==> config.mk <==
export PLATFORM = sky130hd
export DESIGN_NAME = id_ex_stage
export DESIGN_NICKNAME = d
export VERILOG_FILES = /design/src/rtl/id_ex_stage_pkg.sv /design/src/rtl/id_ex_stage_hazard_detect.sv /design/src/rtl/id_ex_stage.sv
export SDC_FILE = /design/constraint.sdc
export NUM_CORES = 1
export LEC_CHECK = 0
export CORE_MARGIN = 3
export CORE_UTILIZATION = 45
export DETAILED_ROUTE_END_ITERATION = 7
export PLACE_DENSITY = 0.86
export RECOVER_POWER = 50
export SLEW_MARGIN = 30
export SYNTH_ARGS = -nofsm -noshare
export SYNTH_HDL_FRONTEND = slang
export SYNTH_SLANG_ARGS = --single-unit
==> constraint.sdc <==
create_clock -name clk -period 13.9 [get_ports clk]
set_input_delay 2.78 -clock clk [delete_from_list [all_inputs] [get_ports clk]]
set_output_delay 2.78 -clock clk [all_outputs]
set_load 0.05 [all_outputs]
==> src/rtl/id_ex_stage_pkg.sv <==
// Shared control-word layout for the decode and execute stages.
// Field indices, widths and the NOP encoding.
package id_ex_stage_pkg;

   localparam int CTL_W        = 12;
   localparam int CTL_REGWRITE = 11;
   localparam int CTL_DSEL_HI  = 10;
   localparam int CTL_DSEL_LO  = 9;
   localparam int CTL_MEMREAD  = 8;
   localparam int CTL_MEMWRITE = 7;
   localparam int CTL_ASEL_HI  = 6;
   localparam int CTL_ASEL_LO  = 4;
   localparam int CTL_ALUOP_HI = 3;
   localparam int CTL_ALUOP_LO = 1;
   localparam int CTL_ALUSEL   = 0;

   localparam logic [CTL_W-1:0] CTL_NOP = '0;

endpackage

==> src/rtl/id_ex_stage_hazard_detect.sv <==
// Load-use hazard compare between the EX slot and the decode slot.
// Purely combinational; also reused by the forwarding unit.
module hazard_detect #(
   parameter int RADDR_W = 5
) (
   input  logic               ex_valid,
   input  logic               ex_mem_read,
   input  logic [RADDR_W-1:0] ex_rd,
   input  logic               id_valid,
   input  logic [RADDR_W-1:0] id_rs1,
   input  logic [RADDR_W-1:0] id_rs2,
   output logic               hazard
);

   logic rd_live;
   logic src_hit;

   // x0 is never written, so a load to x0 can never cause a stall
   always_comb begin
      rd_live = (ex_rd != '0);
      src_hit = (ex_rd == id_rs1) | (ex_rd == id_rs2);
      hazard  = ex_valid & ex_mem_read & rd_live & id_valid & src_hit;
   end

endmodule

==> src/rtl/id_ex_stage.sv <==
// ID/EX pipeline register with load-use stall and bubble insertion.
// Priority: flush > hold > hazard > capture.
module id_ex_stage
   import id_ex_stage_pkg::*;
#(
   parameter int DATA_W  = 32,
   parameter int RADDR_W = 5,
   parameter int CNT_W   = 16
) (
   input  logic               clk,
   input  logic               rst,
   input  logic [CTL_W-1:0]   ctrSignalsIn,
   input  logic               validIn,
   input  logic [DATA_W-1:0]  pcIn,
   input  logic [DATA_W-1:0]  rs1DataIn,
   input  logic [DATA_W-1:0]  rs2DataIn,
   input  logic [DATA_W-1:0]  immIn,
   input  logic [RADDR_W-1:0] rs1AddrIn,
   input  logic [RADDR_W-1:0] rs2AddrIn,
   input  logic [RADDR_W-1:0] rdAddrIn,
   input  logic               flushIn,
   input  logic               holdIn,
   output logic [CTL_W-1:0]   ctrSignalsOut,
   output logic               validOut,
   output logic [DATA_W-1:0]  pcOut,
   output logic [DATA_W-1:0]  rs1DataOut,
   output logic [DATA_W-1:0]  rs2DataOut,
   output logic [DATA_W-1:0]  immOut,
   output logic [RADDR_W-1:0] rs1AddrOut,
   output logic [RADDR_W-1:0] rs2AddrOut,
   output logic [RADDR_W-1:0] rdAddrOut,
   output logic               stallOut,
   output logic [CNT_W-1:0]   bubbleCnt
);

   logic hazard;
   logic bubble;
   logic count_en;

   hazard_detect #(
      .RADDR_W (RADDR_W)
   ) u_hazard (
      .ex_valid    (validOut),
      .ex_mem_read (ctrSignalsOut[CTL_MEMREAD]),
      .ex_rd       (rdAddrOut),
      .id_valid    (validIn),
      .id_rs1      (rs1AddrIn),
      .id_rs2      (rs2AddrIn),
      .hazard      (hazard)
   );

   // Stall request and bubble selection for this edge
   always_comb begin
      stallOut = hazard & ~flushIn & ~holdIn;
      bubble   = flushIn | (~holdIn & hazard);
      count_en = bubble & validIn & (bubbleCnt != '1);
   end

   // Pipeline register bank with flush/hold/bubble priority
   always_ff @(posedge clk or posedge rst) begin
      if (rst) begin
         ctrSignalsOut <= CTL_NOP;
         validOut      <= 1'b0;
         pcOut         <= '0;
         rs1DataOut    <= '0;
         rs2DataOut    <= '0;
         immOut        <= '0;
         rs1AddrOut    <= '0;
         rs2AddrOut    <= '0;
         rdAddrOut     <= '0;
      end else if (bubble) begin
         ctrSignalsOut <= CTL_NOP;
         validOut      <= 1'b0;
         pcOut         <= '0;
         rs1DataOut    <= '0;
         rs2DataOut    <= '0;
         immOut        <= '0;
         rs1AddrOut    <= '0;
         rs2AddrOut    <= '0;
         rdAddrOut     <= '0;
      end else if (!holdIn) begin
         ctrSignalsOut <= validIn ? ctrSignalsIn : CTL_NOP;
         validOut      <= validIn;
         pcOut         <= pcIn;
         rs1DataOut    <= rs1DataIn;
         rs2DataOut    <= rs2DataIn;
         immOut        <= immIn;
         rs1AddrOut    <= rs1AddrIn;
         rs2AddrOut    <= rs2AddrIn;
         rdAddrOut     <= rdAddrIn;
      end
   end

   // Saturating count of bubbles inserted over a real instruction
   always_ff @(posedge clk or posedge rst) begin
      if (rst)
         bubbleCnt <= '0;
      else if (count_en)
         bubbleCnt <= bubbleCnt + 1'b1;
   end

endmodule

==> impl_metrics.yaml, run 1 <==
synth:
  ys_seq_elements: 172
  avgSynthCellArea_um2: 12.0
  synthDominantCellAreaShare_pct: 59.8
  netlist_area_mm2: 0.00720
  synth_nets: 762
  ys_warn_count: 0
  synth_area_leaders: "dfrtp_1 (60%), mux2i_1 (20%), nor2_1 (8.2%)"
  synth.largest_area_cell: "dfrtp_1"
  synth_cell_types: 28
  synthCells: 601
  ys_seq_area_share_pct: 59.8
hold_path:
  hp-class: "flop to flop"
  hold_start: "bubbleCnt[9]"
timing:
  fin_crit_ns: 8.12
  tightest_slew_ns: 3.87
  drv_slew: 75
  tns_ns: 0
  setup_slack_ns: 5.78
  fin_hold_ws_ns: 0.497
  setup_viol: 0
  hold_violations: 0
  relSlewSlack_pct: -158
  fmaxAchievable_ghz: 0.123
  rsz0062_at_grt: "no"
  fin_skew_ns: 0.00780
  fin_crit_sh_pct: 58.4
setup_path:
  worstPathArrival_ns: 5.34
  required_ns: 11.12
  crit_path_start: "validIn"
  worstSetupPathType: "primary input to output port"
  reg2reg_from: "rdAddrOut[0]"
  startpoint_type: "primary input"
  cp_max_fo: 16
  cp-end-kind: "output port"
placed_design:
  portBuffers: 332
  detailed_place_hpwl_mm: 15.0
  routabilityCongestion: 0.841
  dpl_worst_slack_ns: 5.79
global_routing:
  overflow: 0
  grt_pass1_wl_mm: 32.8
  antenna_found_initial: 0
  track_usage_pct: 23.7
  grt_max_degree: 101
  grt_pass1_vias: 5834
floorplan:
  pin_count: 333
  die_area_mm2: 0.0176
  core_mm2: 0.0154
  initial_core_util_pct: 46.7
  die_x_um: 132
  die_h_um: 132
  fp-row-count: 45
clock_network:
  postCtsSetupBuffers: 0
  cts_buffers: 17
  ctsHtreeMaxLevel: 4
  clk_pin_slew_worst_paths_ns: 0.06
  clkLatencyLatePin_ns: 0.42
  clockBufferDepth: 2
  clock-root-buffer: "clkbuf_16"
  ctsResizeCount: 0
  cts_tree: "built"
  hold_buffers: 0
  cts_sinks: 172
drt:
  ant_nets: 0
  dr.pass1.iters: 4
  wirelength_mm: 20.8
  post-route-drc-count: 0
  vias: 5678
  via_per_inst: 4.99
  drt-initial-drc-count: 358
  wl_per_cell_um: 18.3
run_status:
  outcome: "complete, but fails checks"
  failed_checks: "capacitance limit, slew limit"
final_layout:
  layout_common_cells: "clkdlybuf4s50_1 (244), dfrtp_1 (172), nor2_1 (158)"
  drive_above_1_share_pct: 4.21
  ff_latch_area_mm2: 0.00430
  fillCellCount: 1153
  antenna_cells: 0
  multi_input_area_mm2: 0.00268
  num-nets-final: 1076
  area_growth_pct: 55.4
  final_common_cell: "clkdlybuf4s50_1"
pwr:
  power_mw: 1.34
  power.density_mw_per_mm2: 120
  p_leak_nw: 5.40
  ir_worst_vdd_v: 0.000115
flow_run:
  drv_cap: 1
## worst max-delay path, stage by stage
cell             delay [ns]
clkdlybuf4s50_1        0.81
nor2b_4                0.45
nand3_1                0.15
a21oi_2                0.17
and3b_1                0.18
clkdlybuf4s50_1        0.80
## per-stage QoR
| step | util [%] | std cells | area (um^2) |
|---|---|---|---|
| 4_1_cts | 72.5 | 1137 | 11200 |
| 2_1_floorplan | - | 601 | 7200 |
| 5_1_grt | 72.5 | 1138 | 11200 |
| 3_5_place_dp | 68.8 | 1106 | 10600 |
| 3_3_place_gp | 68.8 | 1106 | 10600 |
| 6_report | 72.5 | 1138 | 11200 |
## cells in the mapped netlist
master,instances
a21o_1,1
a21oi_1,2
a21oi_2,1
a22oi_1,12
and3_1,8
and3_4,1
and3b_1,2
and4_1,3
and4_4,1
buf_2,21
buf_4,3
buf_6,3
clkbuf_1,14
dfrtp_1,172
ha_1,1
inv_1,3
mux2_4,1
mux2i_1,144
nand2_1,2
nand3_1,11
nand3_2,1
nand3_4,1
nand4_1,8
nor2_1,158
nor2b_4,1
nor3_1,1
o22ai_1,1
xnor2_1,24
## routing by layer
layer	vias up	track usage, %	part of all wire, %
met4	0	8.26	2.4
met3	35	6.69	6.9
met5	-	0	0
met1	2790	28.7	38
met2	200	40.8	53
li1	2653	-	-
## where the power goes
group | switching [mW] | internal [mW] | total, mW
Combinational | 0.197 | 0.128 | 0.325
Clock | 0.183 | 0.272 | 0.455
Sequential | 0.0252 | 0.534 | 0.559
## worst paths after layout
check	slack [ns]	end	cells past startpoint
setup / recovery	5.78	stallOut	6
hold / removal	0.50	bubbleCnt[9]	1
setup reg to reg	11.23	pcOut[22]	6
hold reg to reg	0.50	bubbleCnt[9]	1
max in group asynchronous	6.71	immOut[22]	3
min in group asynchronous	3.03	pcOut[14]	2
## layout make-up
class | instances | share of cell area (%)
Timing Repair Buffer | 336 | 30.1
Clock buffer | 24 | 4.22
Tap cell | 211 | 2.36
Sequential cell | 172 | 38.5
Clock inverter | 7 | 0.805
Multi-Input combinational cell | 385 | 23.9
Inverter | 3 | 0.112
## state kept, by name, indices dropped and copies added, names as in the netlist
signal,cells
validOut,1
rs1DataOut,32
rs1AddrOut,5
immOut,32
ctrSignalsOut,12
bubbleCnt,16
pcOut,32
rdAddrOut,5
rs2DataOut,32
rs2AddrOut,5
## cell families (layout without fill, tap and decap cells)
group	after synthesis	after routing	share of synthesized area, %
flops	172	172	59.8
buf+inv	44	370	3.13
fa+ha+maj	1	1	0.174
xor+xnor	24	24	2.92
simple gates	198	198	12.1
compound gates	17	17	1.70
mux	145	145	20.2
No activity file was read; power rests on OpenSTA's default activity.
==> inputs of run 2 (changes only) <==
--- a/config.mk
+++ b/config.mk
@@ -6,9 +6,9 @@
 export NUM_CORES = 1
 export LEC_CHECK = 0
 export CORE_MARGIN = 3
-export CORE_UTILIZATION = 45
+export CORE_UTILIZATION = 38
 export DETAILED_ROUTE_END_ITERATION = 7
-export PLACE_DENSITY = 0.86
+export PLACE_DENSITY = 0.78
 export RECOVER_POWER = 50
 export SLEW_MARGIN = 30
 export SYNTH_ARGS = -nofsm -noshare
==> constraint.sdc (replaced) <==
create_clock -name clk -period 6.95 [get_ports clk]
set_input_delay 1.39 -clock clk [delete_from_list [all_inputs] [get_ports clk]]
set_output_delay 1.39 -clock clk [all_outputs]
set_load 0.05 [all_outputs]
==> impl_metrics.yaml, run 2 (synthesis results as in run 1) <==
drt:
  wl_per_cell_um: 17.2
  dr.pass1.iters: 4
  wirelength_mm: 20.0
  drt-initial-drc-count: 247
  vias: 5591
  ant_nets: 0
  post-route-drc-count: 0
  via_per_inst: 4.82
hold_path:
  hold_start: "bubbleCnt[9]"
  whs_path_depth: 1
  hp-class: "flop to flop"
  min_to: "bubbleCnt[9]"
final_layout:
  area_growth_pct: 56.9
  fin_area_mm2: 0.0113
  antenna_cells: 0
  final_common_cell: "clkdlybuf4s50_1"
  num-nets-final: 1078
  fin_cells: 1159
  drive_above_1_share_pct: 5.05
  layout_common_cells: "clkdlybuf4s50_1 (244), dfrtp_1 (172), nor2_1 (158)"
clock_network:
  postCtsSetupBuffers: 0
  ctsHtreeMaxLevel: 4
  cts_tree: "built"
  cts_buffers: 17
  clockBufferDepth: 2
  cts_sinks: 172
  hold_buffers: 0
  clock-root-buffer: "clkbuf_16"
  clkLatencyLatePin_ns: 0.42
  clk_pin_slew_worst_paths_ns: 0.06
  ctsResizeCount: 0
floorplan:
  die_area_mm2: 0.0206
  die_h_um: 144
  core_mm2: 0.0183
  initial_core_util_pct: 39.4
  pin_count: 333
  fp-row-count: 49
  die_x_um: 144
placed_design:
  portBuffers: 332
  placedCellCount: 1125
  detailed_place_hpwl_mm: 14.1
  postPlaceCellArea_mm2: 0.0107
  routabilityCongestion: 0.766
timing:
  rsz0062_at_grt: "no"
  relSlewSlack_pct: -131
  tns_ns: 0
  fin_crit_ns: 5.31
  fmaxAchievable_ghz: 0.188
  drv_slew: 78
  tightest_slew_ns: 3.44
  fin_hold_ws_ns: 0.512
  setup_viol: 0
  fin_skew_ns: 0.0136
  hold_violations: 0
  fin_crit_sh_pct: 76.4
pwr:
  ir_worst_vdd_v: 0.000165
  p_leak_nw: 5.44
  power.density_mw_per_mm2: 240
setup_path:
  crit_slowest_cell: "clkdlybuf4s50_1"
  worst_r2r_path_depth: 7
  critPathBufInv: 2
  crit_family: "buffers and inverters"
  cp-end-kind: "output port"
  worstPathArrival_ns: 3.92
  cp_max_fo: 16
  cpPeakStageDelay_ns: 0.81
  worstSetupPathType: "primary input to output port"
  reg2reg_from: "rdAddrOut[4]"
  r2r-end: "bubbleCnt[1]"
  crit_path_frequent_cell: "clkdlybuf4s50_1"
  path_cells: "clkdlybuf4s50_1, nor2b_4, nand3_1, a21oi_2, and3b_1, clkdlybuf4s50_1"
  path_depth: 6
  rrSetupSlack_ns: 4.58
  startpoint_type: "primary input"
  required_ns: 5.56
global_routing:
  grtUsageMet1_pct: 24.0
  grt_pass1_vias: 5587
  grt_pass1_wl_mm: 30.6
  top_usage_layer: "met2"
  antenna_found_initial: 0
  gr-usage-met3_pct: 4.63
  grt_use_met2_pct: 31.7
  track_usage_pct: 18.8
  grt_max_degree: 99
  overflow: 0
flow_run:
  drv_cap: 1
run_status:
  outcome: "complete, but fails checks"
  failed_checks: "capacitance limit, slew limit"
## run 2: cell types whose count changed in the layout (fill, tap and decap cells not counted), sizes merged
cell,change
buf,+1
bufinv,-1
clkbuf,-3
clkinv,+3
clkinvlp,-1
inv,+4
## run 2: layout make-up
class,instances,area (um^2)
multi-input cells,385,2680
flip-flops and latches,172,4300
inverters,3,12.5
clock inverters,12,133
clock buffers,20,457
fillers,1536,6980
repair buffers,338,3420
well taps,229,287
## run 2: worst max path at each step
stage | start | slack [ns] | end
2_1_floorplan | rst | 0.90 | bubbleCnt[0]
3_3_place_gp | validIn | 1.69 | stallOut
3_5_place_dp | validIn | 1.65 | stallOut
4_1_cts | validIn | 1.65 | stallOut
5_1_grt | rst | 1.45 | rdAddrOut[3]
6_report | validIn | 1.64 | stallOut
## run 2: through the flow
stage               power, mW  setup WS [ns]  utilization, %
floorplan                1.53          0.900               -
global placement         1.79           1.69            58.3
detailed placement       1.80           1.65            58.3
CTS                      2.75           1.65            61.5
global route             2.82           1.45            61.8
finish                   2.71           1.64            61.8
## run 2: power breakdown
| part | leakage, nW | total [mW] | internal (mW) | switching [mW] |
|---|---|---|---|---|
| logic | 2.87 | 0.651 | 0.257 | 0.393 |
| registers | 2.28 | 1.11 | 1.07 | 0.0476 |
| clock network | 0.285 | 0.941 | 0.524 | 0.417 |
## run 2: routing by layer
metal / wire length [um] / part of all wire, %
met1: 8350 / 42
met2: 9870 / 49
met3: 1370 / 6.9
met4: 385 / 1.9
met5: 0 / 0
